[src/rtl/fir_pkg.sv]
// Shared constants for the FIR coefficient store: word width, tap counts,
// address width and the highest legal read address.
package fir_pkg;

   localparam int COEFF_W   = 16;
   localparam int NUM_TAPS  = 21;
   localparam int HALF_TAPS = 11;
   localparam int ADDR_W    = 5;
   localparam int RD_LIMIT  = 10;

   typedef enum logic [1:0] {
      ACC_IDLE  = 2'd0,
      ACC_WRITE = 2'd1,
      ACC_READ  = 2'd2
   } acc_e;

endpackage

[src/rtl/coeff_bank.sv]
// One coefficient bank: DEPTH x COEFF_W register file with a single write
// port and a registered read port that can be forced to zero.
module coeff_bank #(
   parameter int COEFF_W = 16,
   parameter int DEPTH   = 11,
   parameter int AW      = 4
) (
   input  logic                      clk,
   input  logic                      rst_n,
   input  logic                      wr_en,
   input  logic [AW-1:0]             wr_addr,
   input  logic signed [COEFF_W-1:0] wr_data,
   input  logic                      rd_en,
   input  logic                      rd_clr,
   input  logic [AW-1:0]             rd_addr,
   output logic signed [COEFF_W-1:0] rd_data
);

   logic signed [COEFF_W-1:0] mem [DEPTH];

   always_ff @(posedge clk or negedge rst_n) begin
      if (!rst_n) begin
         for (int i = 0; i < DEPTH; i++) mem[i] <= '0;
      end else if (wr_en) begin
         mem[wr_addr] <= wr_data;
      end
   end

   // Read stage: clear wins over load; otherwise the last value is held.
   always_ff @(posedge clk or negedge rst_n) begin
      if (!rst_n) begin
         rd_data <= '0;
      end else if (rd_clr) begin
         rd_data <= '0;
      end else if (rd_en) begin
         rd_data <= mem[rd_addr];
      end
   end

endmodule

[src/rtl/coeff_sram_bank.sv]
// Coefficient store split into two banks: taps 0..HALF_TAPS-1 in bank A,
// the remaining taps in bank B, read pairwise at the same bank offset.
module coeff_sram_bank #(
   parameter int COEFF_W   = fir_pkg::COEFF_W,
   parameter int NUM_TAPS  = fir_pkg::NUM_TAPS,
   parameter int HALF_TAPS = fir_pkg::HALF_TAPS
) (
   input  logic                        iClk,
   input  logic                        iRsn,
   input  logic                        iCsn,
   input  logic                        iWrn,
   input  logic [fir_pkg::ADDR_W-1:0]  iAddr,
   input  logic signed [COEFF_W-1:0]   iWrDt,
   input  logic                        iUpdateFlag,
   output logic signed [COEFF_W-1:0]   oRdDtA,
   output logic signed [COEFF_W-1:0]   oRdDtB,
   output logic                        oRdValid,
   output logic                        oCoeffLoaded,
   output logic                        oAddrErr
);

   import fir_pkg::*;

   localparam int BANK_AW = $clog2(HALF_TAPS);
   localparam logic [ADDR_W-1:0] WR_MAX = ADDR_W'(NUM_TAPS - 1);
   localparam logic [ADDR_W-1:0] RD_MAX = ADDR_W'(RD_LIMIT);
   localparam logic [ADDR_W-1:0] B_BASE = ADDR_W'(HALF_TAPS);
   localparam logic [ADDR_W-1:0] B_LIVE = ADDR_W'(NUM_TAPS - HALF_TAPS);

   acc_e                 acc_p0;
   logic                 wr_ok_p0, wr_a_p0, wr_b_p0;
   logic                 rd_ok_p0, rd_bad_p0, rd_clr_b_p0, err_p0;
   logic [BANK_AW-1:0]   idx_a_p0, idx_b_p0;
   logic [NUM_TAPS-1:0]  mask_set_p0, mask_next_p0;

   logic [NUM_TAPS-1:0]  mask;
   logic                 vld_p1, err_p1, loaded_p1;

   always_comb begin
      acc_p0 = ACC_IDLE;
      if (!iCsn) acc_p0 = iWrn ? ACC_READ : ACC_WRITE;
   end

   // Decode stage: bank select, offset into bank B, range errors.
   always_comb begin
      wr_ok_p0    = (acc_p0 == ACC_WRITE) && (iAddr <= WR_MAX);
      wr_a_p0     = wr_ok_p0 && (iAddr < B_BASE);
      wr_b_p0     = wr_ok_p0 && (iAddr >= B_BASE);
      idx_a_p0    = BANK_AW'(iAddr);
      idx_b_p0    = BANK_AW'(iAddr - B_BASE);
      rd_ok_p0    = (acc_p0 == ACC_READ) && (iAddr <= RD_MAX);
      rd_bad_p0   = (acc_p0 == ACC_READ) && !rd_ok_p0;
      rd_clr_b_p0 = rd_bad_p0 || (rd_ok_p0 && (iAddr >= B_LIVE));
      err_p0      = ((acc_p0 == ACC_WRITE) && !wr_ok_p0) || rd_bad_p0;
   end

   // Update clears first so a same-cycle write still marks its own bit.
   always_comb begin
      mask_set_p0  = wr_ok_p0 ? (NUM_TAPS'(1) << iAddr) : '0;
      mask_next_p0 = (iUpdateFlag ? '0 : mask) | mask_set_p0;
   end

   coeff_bank #(
      .COEFF_W (COEFF_W),
      .DEPTH   (HALF_TAPS),
      .AW      (BANK_AW)
   ) u_bank_a (
      .clk     (iClk),
      .rst_n   (iRsn),
      .wr_en   (wr_a_p0),
      .wr_addr (idx_a_p0),
      .wr_data (iWrDt),
      .rd_en   (rd_ok_p0),
      .rd_clr  (rd_bad_p0),
      .rd_addr (idx_a_p0),
      .rd_data (oRdDtA)
   );

   coeff_bank #(
      .COEFF_W (COEFF_W),
      .DEPTH   (HALF_TAPS),
      .AW      (BANK_AW)
   ) u_bank_b (
      .clk     (iClk),
      .rst_n   (iRsn),
      .wr_en   (wr_b_p0),
      .wr_addr (idx_b_p0),
      .wr_data (iWrDt),
      .rd_en   (rd_ok_p0),
      .rd_clr  (rd_clr_b_p0),
      .rd_addr (idx_a_p0),
      .rd_data (oRdDtB)
   );

   // Status stage: registered alongside the bank read data.
   always_ff @(posedge iClk or negedge iRsn) begin
      if (!iRsn) begin
         mask      <= '0;
         vld_p1    <= 1'b0;
         err_p1    <= 1'b0;
         loaded_p1 <= 1'b0;
      end else begin
         mask      <= mask_next_p0;
         vld_p1    <= rd_ok_p0;
         err_p1    <= err_p0;
         loaded_p1 <= &mask_next_p0;
      end
   end

   assign oRdValid     = vld_p1;
   assign oAddrErr     = err_p1;
   assign oCoeffLoaded = loaded_p1;

endmodule

[config.mk]
export PLATFORM = sky130hd
export DESIGN_NAME = coeff_sram_bank
export DESIGN_NICKNAME = d
export VERILOG_FILES = /design/src/rtl/fir_pkg.sv /design/src/rtl/coeff_bank.sv /design/src/rtl/coeff_sram_bank.sv
export SDC_FILE = /design/constraint.sdc
export NUM_CORES = 1
export LEC_CHECK = 0
export CAP_MARGIN = 5
export CORE_MARGIN = 2
export CORE_UTILIZATION = 58
export DETAILED_ROUTE_END_ITERATION = 8
export PLACE_DENSITY_LB_ADDON = 0.08
export SETUP_SLACK_MARGIN = 0.1
export SYNTH_ARGS = -nofsm -noshare
export SYNTH_HDL_FRONTEND = slang
export SYNTH_SLANG_ARGS = --single-unit
[constraint.sdc]
create_clock -name iClk -period 2.3 [get_ports iClk]
set_clock_uncertainty 0.05 [all_clocks]
set_input_delay 0.46 -clock iClk [delete_from_list [all_inputs] [get_ports iClk]]
set_output_delay 0.46 -clock iClk [all_outputs]
set_load 0.05 [all_outputs]
[Word level (Yosys, flattened, before mapping)]
Cells that the tools add are included.
Widths: inputs -> output; s select.
Storage, ports and cells
  word-level logic and storage cells: 80
  register bits after elaboration: 408
  output and inout bits: 35
  input bits: 26
Cells by class
  shift-type cells: 1
  multiplexer cells: 20
  reduce and logical (&&, ||, !) cells: 16
  equal/unequal tests: 2
  add/sub/neg operators: 1
  bitwise logic cells: 3
  $lt $le $gt $ge: 9
Operators with widths (count)
  $bwmux 176: 2
  $mux 16: 10
  $bmux 16 s4: 2
  $demux 16 s4: 2
  $mux 21: 2
  $or 21x21->21: 1
  $reduce_and 21->1: 1
  $shl 1x5->21 const A: 1
  $ge 5x4->1 const B: 2
  $ge 5x5->1 const B: 2
  $lt 5x1->1 const B: 2
  $not 4->5: 2
  $logic_and 1x1->1: 9
  $le 5x4->1 const B: 1
  $le 5x5->1 const B: 1
  $lt 5x4->1 const B: 1
  $mux 2: 2
  $reduce_bool 2->1: 2
  $sub 4x4->4 const B: 1
  $eq 2x1->1 const B: 1
  $eq 2x2->1 const B: 1
  $logic_not 1->1: 2
  $logic_or 1x1->1: 2

[Longest topological paths before layout]
  depth in word-level cells: 8
  depth in mapped cells: 9
  depth with buffers taken out: 6

[Cells and area by module]
Synthesis repeated with hierarchy kept, for this count alone.
Unflattened totals
  cells, all modules: 1410
  area total of the unflattened synthesis: 18856.8 um2
By module, submodules not included
  coeff_bank: area an instance 8718.4 um2, cells each 625, times used 2, sequential area each 4804.6 um2
  coeff_sram_bank: area an instance 1420.1 um2, cells each 160, times used 1, sequential area each 600.6 um2

[Worst setup path after synthesis]
Ideal clock, no wire load.
  path kind: input to register
  start: input iAddr[1] (netlist bit)
  end: register u_bank_b.mem[109] (netlist bit)
  path slack: -0.227 ns
  path buffers: 4
  arrival time: 2.350 ns
  stages: 9
  setup time: 0.128 ns
  data required time: 2.122 ns
  cells stage by stage: and2_1 -> buf_4 -> ha_1 -> buf_1 -> nand2_1 -> or3_1 -> buf_2 -> buf_6 -> mux2_1
Between the ends
  cells in the longest elaborated chain, start to end: 7
  elaborated cells between the ends (all ways): 12
  those cells by class: add/sub: 1; order compare: 4; mux: 3; bitwise: 1; reduce/logical: 3
RTL lines
  start: declaration: RTL line coeff_sram_bank.sv:12  | input logic [fir_pkg::ADDR_W-1:0] iAddr,
  $sub 4x4->4: RTL line coeff_sram_bank.sv:50  | idx_b_p0 = BANK_AW'(iAddr - B_BASE);
  $not 4->5 (implied by the code): RTL line coeff_bank.sv:25  | mem[wr_addr] <= wr_data;
  $ge 5x5->1 (implied by the code) or $lt 5x1->1 (tied branches): RTL line coeff_bank.sv:25
  $logic_and 1x1->1 (implied by the code): RTL line coeff_bank.sv:25
  $mux 16 (implied by the code): RTL line coeff_bank.sv:25
  $demux 16 s4: RTL line coeff_bank.sv:25
  $bwmux 176: RTL line coeff_bank.sv:25
  end signal: indexed assignment: RTL line coeff_bank.sv:25
  end: declaration: RTL line coeff_bank.sv:19  | logic signed [COEFF_W-1:0] mem [DEPTH];
Several ways; a longest one is shown, not always the timed one.
A chain may end at the register's enable or synchronous reset.

[Worst setup path in the final report]
  start: register loaded_p1 (netlist: oCoeffLoaded)
  end: output oCoeffLoaded
RTL lines
  start: declaration: RTL line coeff_sram_bank.sv:37  | logic vld_p1, err_p1, loaded_p1;
  start signal: assignment: RTL line coeff_sram_bank.sv:106  | loaded_p1 <= &mask_next_p0;
  end: declaration: RTL line coeff_sram_bank.sv:18  | output logic oCoeffLoaded,
No word-level cell between the ends.

==> impl_metrics.toml <==
[power]
finalPower_mw = 17.5
pwr-share-clk_pct = 39.5
pwr-share-seq_pct = 48.1
vdd_drop_max_uv = 837
p_sw_share_pct = 23.9
switchingPower_mw = 4.19
leakage_nw = 10.3
combPwrFrac_pct = 12.4
intPower_mw = 13.3
pwr_density_cell_nw_per_um2 = 819

[logic_synthesis]
async_flop_share_pct = 100
synth-edff-count = 0
netlist_top_cells_count = "dfrtp_1 (408), mux2_2 (326), nand2_1 (81), clkbuf_1 (80)"
syn_nets = 1291
ys_seq_elements = 408
yosys_most_used_dff = "dfrtp_1"
mappedNetlistArea_sq_um = 18200
synth_area_leaders = "dfrtp_1 (56%), mux2_2 (20%), mux4_2 (7.9%)"
post-synth-top-count-cell = "dfrtp_1"
syn_area_per_cell_sq_um = 14.4
syn_inst = 1263
yosysSeqAreaShare_pct = 56.1
yosysTopAreaCellShare_pct = 56.1
synth_largest_area_cell = "dfrtp_1"
netlist-cell-type-count = 54
ys.warnings.count = 0

[hold_path]
hold_class = "reg2reg"
whs_path_depth = 0
hold_start = "u_bank_b.mem[9]"
holdPathEnd = "u_bank_b.mem[9]"

[worst_setup_path]
crit_required_ns = 1.79
cpPeakStageDelay_ns = 0.79
critPathLaunchType = "register"
setup.worst_path.class = "reg2out"
path_delay_family = "buffers and inverters"
path_max_fanout = 1
crit_slowest_cell = "clkdlybuf4s50_1"
reg2reg_depth = 5
critPathCaptureType = "output pin"
r2r-end = "oCoeffLoaded"
rr_startpoint = "mask[9]"
cp.arrival_ns = 1.64
path_cells = "clkdlybuf4s50_1"
r2r_slack_ns = 0.67
path_buf_inv = 1

[floorplan]
io_pins = 61
row_count = 64
core_sq_um = 30700
fp.dieH_microns = 181
die_x_microns = 181
start_util_pct = 59.2
die-area_sq_um = 32800

[cts]
ctsHtreeMaxLevel = 2
cts_tree = "built"
cts-root-buf = "clkbuf_16"
path_clk_slew_ns = 0.06
numCtsBuffers = 42
post_cts_buffers = 0
clockBufferDepth = 3
clock-sinks = 408
clk_latency_ns = 0.54

[sta]
relSlewSlack_pct = 59.8
hold_violations = 0
finalSetupViolCount = 0
finalCritPeriodShare_pct = 93.5
worstMarginPinSlew_ns = 0.588
fmax_mhz = 465
rsz0062_at_grt = "true"
period_minus_slack_ns = 2.15
slew_violations = 0

[finish]
final_nets = 1382
antenna_cells = 0
syn_to_final_growth_pct = 17.7
finalNonFillerCells = 1781
drive_above_1_share_pct = 43.7

[routing]
drc = 0
first_pass_iters = 5
drt-total-wl_microns = 42100
drt_first_iter_violations = 670
routedWlPerCell_microns = 23.6
viasPerCell = 6.13
via_count = 10900
postRouteAntennaNets = 0

[global_route]
antenna_found_initial = 1
track_usage_pct = 26.8
grt_max_degree = 83
grt_pass1_wl_microns = 67900
gr-total-overflow = 0
grt_pass1_vias = 11900

[placed_design]
place_inst = 1705
port_buffers = 60
dpl.hpwl_microns = 26100
gp_congestion = 0.886

[flow_run]
maxCapViolCount = 0

[run_status]
run_status = "finished, final reports clean"
[per-stage QoR]
stage | setup slack (ns) | TNS (ns) | cell area, sq um | hold WS [ns] | util, %
floorplan | 0.0853 | 0 | 18200 | 0.114 | -
global placement | -0.290 | -54.95 | 20000 | 0.314 | 65.1
detailed placement | -0.350 | -62.39 | 20000 | 0.316 | 65.1
CTS | 0.102 | 0 | 21400 | 0.330 | 69.6
global route | 0.0946 | 0 | 21400 | 0.340 | 69.6
finish | 0.150 | 0 | 21400 | 0.327 | 69.6
[power groups by stage]
stage               clock network (mW)  logic, mW  registers (mW)
floorplan                            0       1.42            8.54
global placement                     0       2.15            8.50
global route                      7.35       2.36            8.53
detailed placement                   0       2.22            8.55
CTS                               7.06       2.21            8.42
finish                            6.93       2.18            8.44
[flip-flops by register name (all words and copies together), names as in the netlist]
register / cells
u_bank_b.mem: 176
mask: 21
u_bank_b.rd_data: 16
oAddrErr: 1
u_bank_a.mem: 176
oCoeffLoaded: 1
u_bank_a.rd_data: 16
oRdValid: 1
[layout by cell type, fill, tap and decap left out, drive strengths merged, types with 28 or more instances in the layout]
cell type,netlist,final
dlygate4sd2,0,28
o211ai,64,64
nand2,82,82
mux4,64,64
dfrtp,408,408
mux2,336,336
buf,45,115
a22oi,34,34
clkbuf,80,55
mux2i,33,33
[logic make-up (layout without fill, tap and decap cells)]
group	count (synthesis)	in the layout	share of synthesized area [%]
buffers and inverters	147	269	3.48
AOI/OAI and AO/OA	145	145	5.72
xor gates and xnor gates	1	1	0.0482
adders and majority gates	2	2	0.138
and+or+nand+nor	127	127	3.79
DFF	408	408	56.1
muxes	433	433	30.7
[layout make-up]
cell class | count | area, sq um
Sequential cell | 408 | 10200
Fill cell | 2180 | 9330
Multi-Input combinational cell | 708 | 7380
Timing Repair Buffer | 172 | 1840
Clock buffer | 55 | 1170
Tap cell | 396 | 495
Clock inverter | 20 | 236
Inverter | 22 | 82.6
[worst max-delay path by stage]
stage	from	endpoint	slack (ns)	cells after the start
5_1_grt	iCsn	oCoeffLoaded	0.09	8
4_1_cts	u_bank_a.rd_data[4]	oRdDtA[4]	0.10	1
2_1_floorplan	iAddr[1]	u_bank_b.mem[109]	0.09	9
3_5_place_dp	iAddr[2]	u_bank_b.mem[24]	-0.35	8
6_report	oCoeffLoaded	oCoeffLoaded	0.15	1
3_3_place_gp	iAddr[2]	u_bank_b.mem[27]	-0.29	8
[routing by layer]
metal	vias up	GRT usage, %	part of all wire, %
li1	4828	-	-
met1	5848	38.1	46
met2	191	44.9	49
met3	49	3.16	3.4
met4	0	5.69	1.6
met5	-	0	0
[timing repair]
action,4_1_cts,5_1_grt
endpoints found under the setup margin,28,19
hold buffers,1,0
endpoints found under the hold margin,28,0
gates resized for setup,28,9
gates cloned,0,0
No activity file was read; power rests on OpenSTA's default activity.
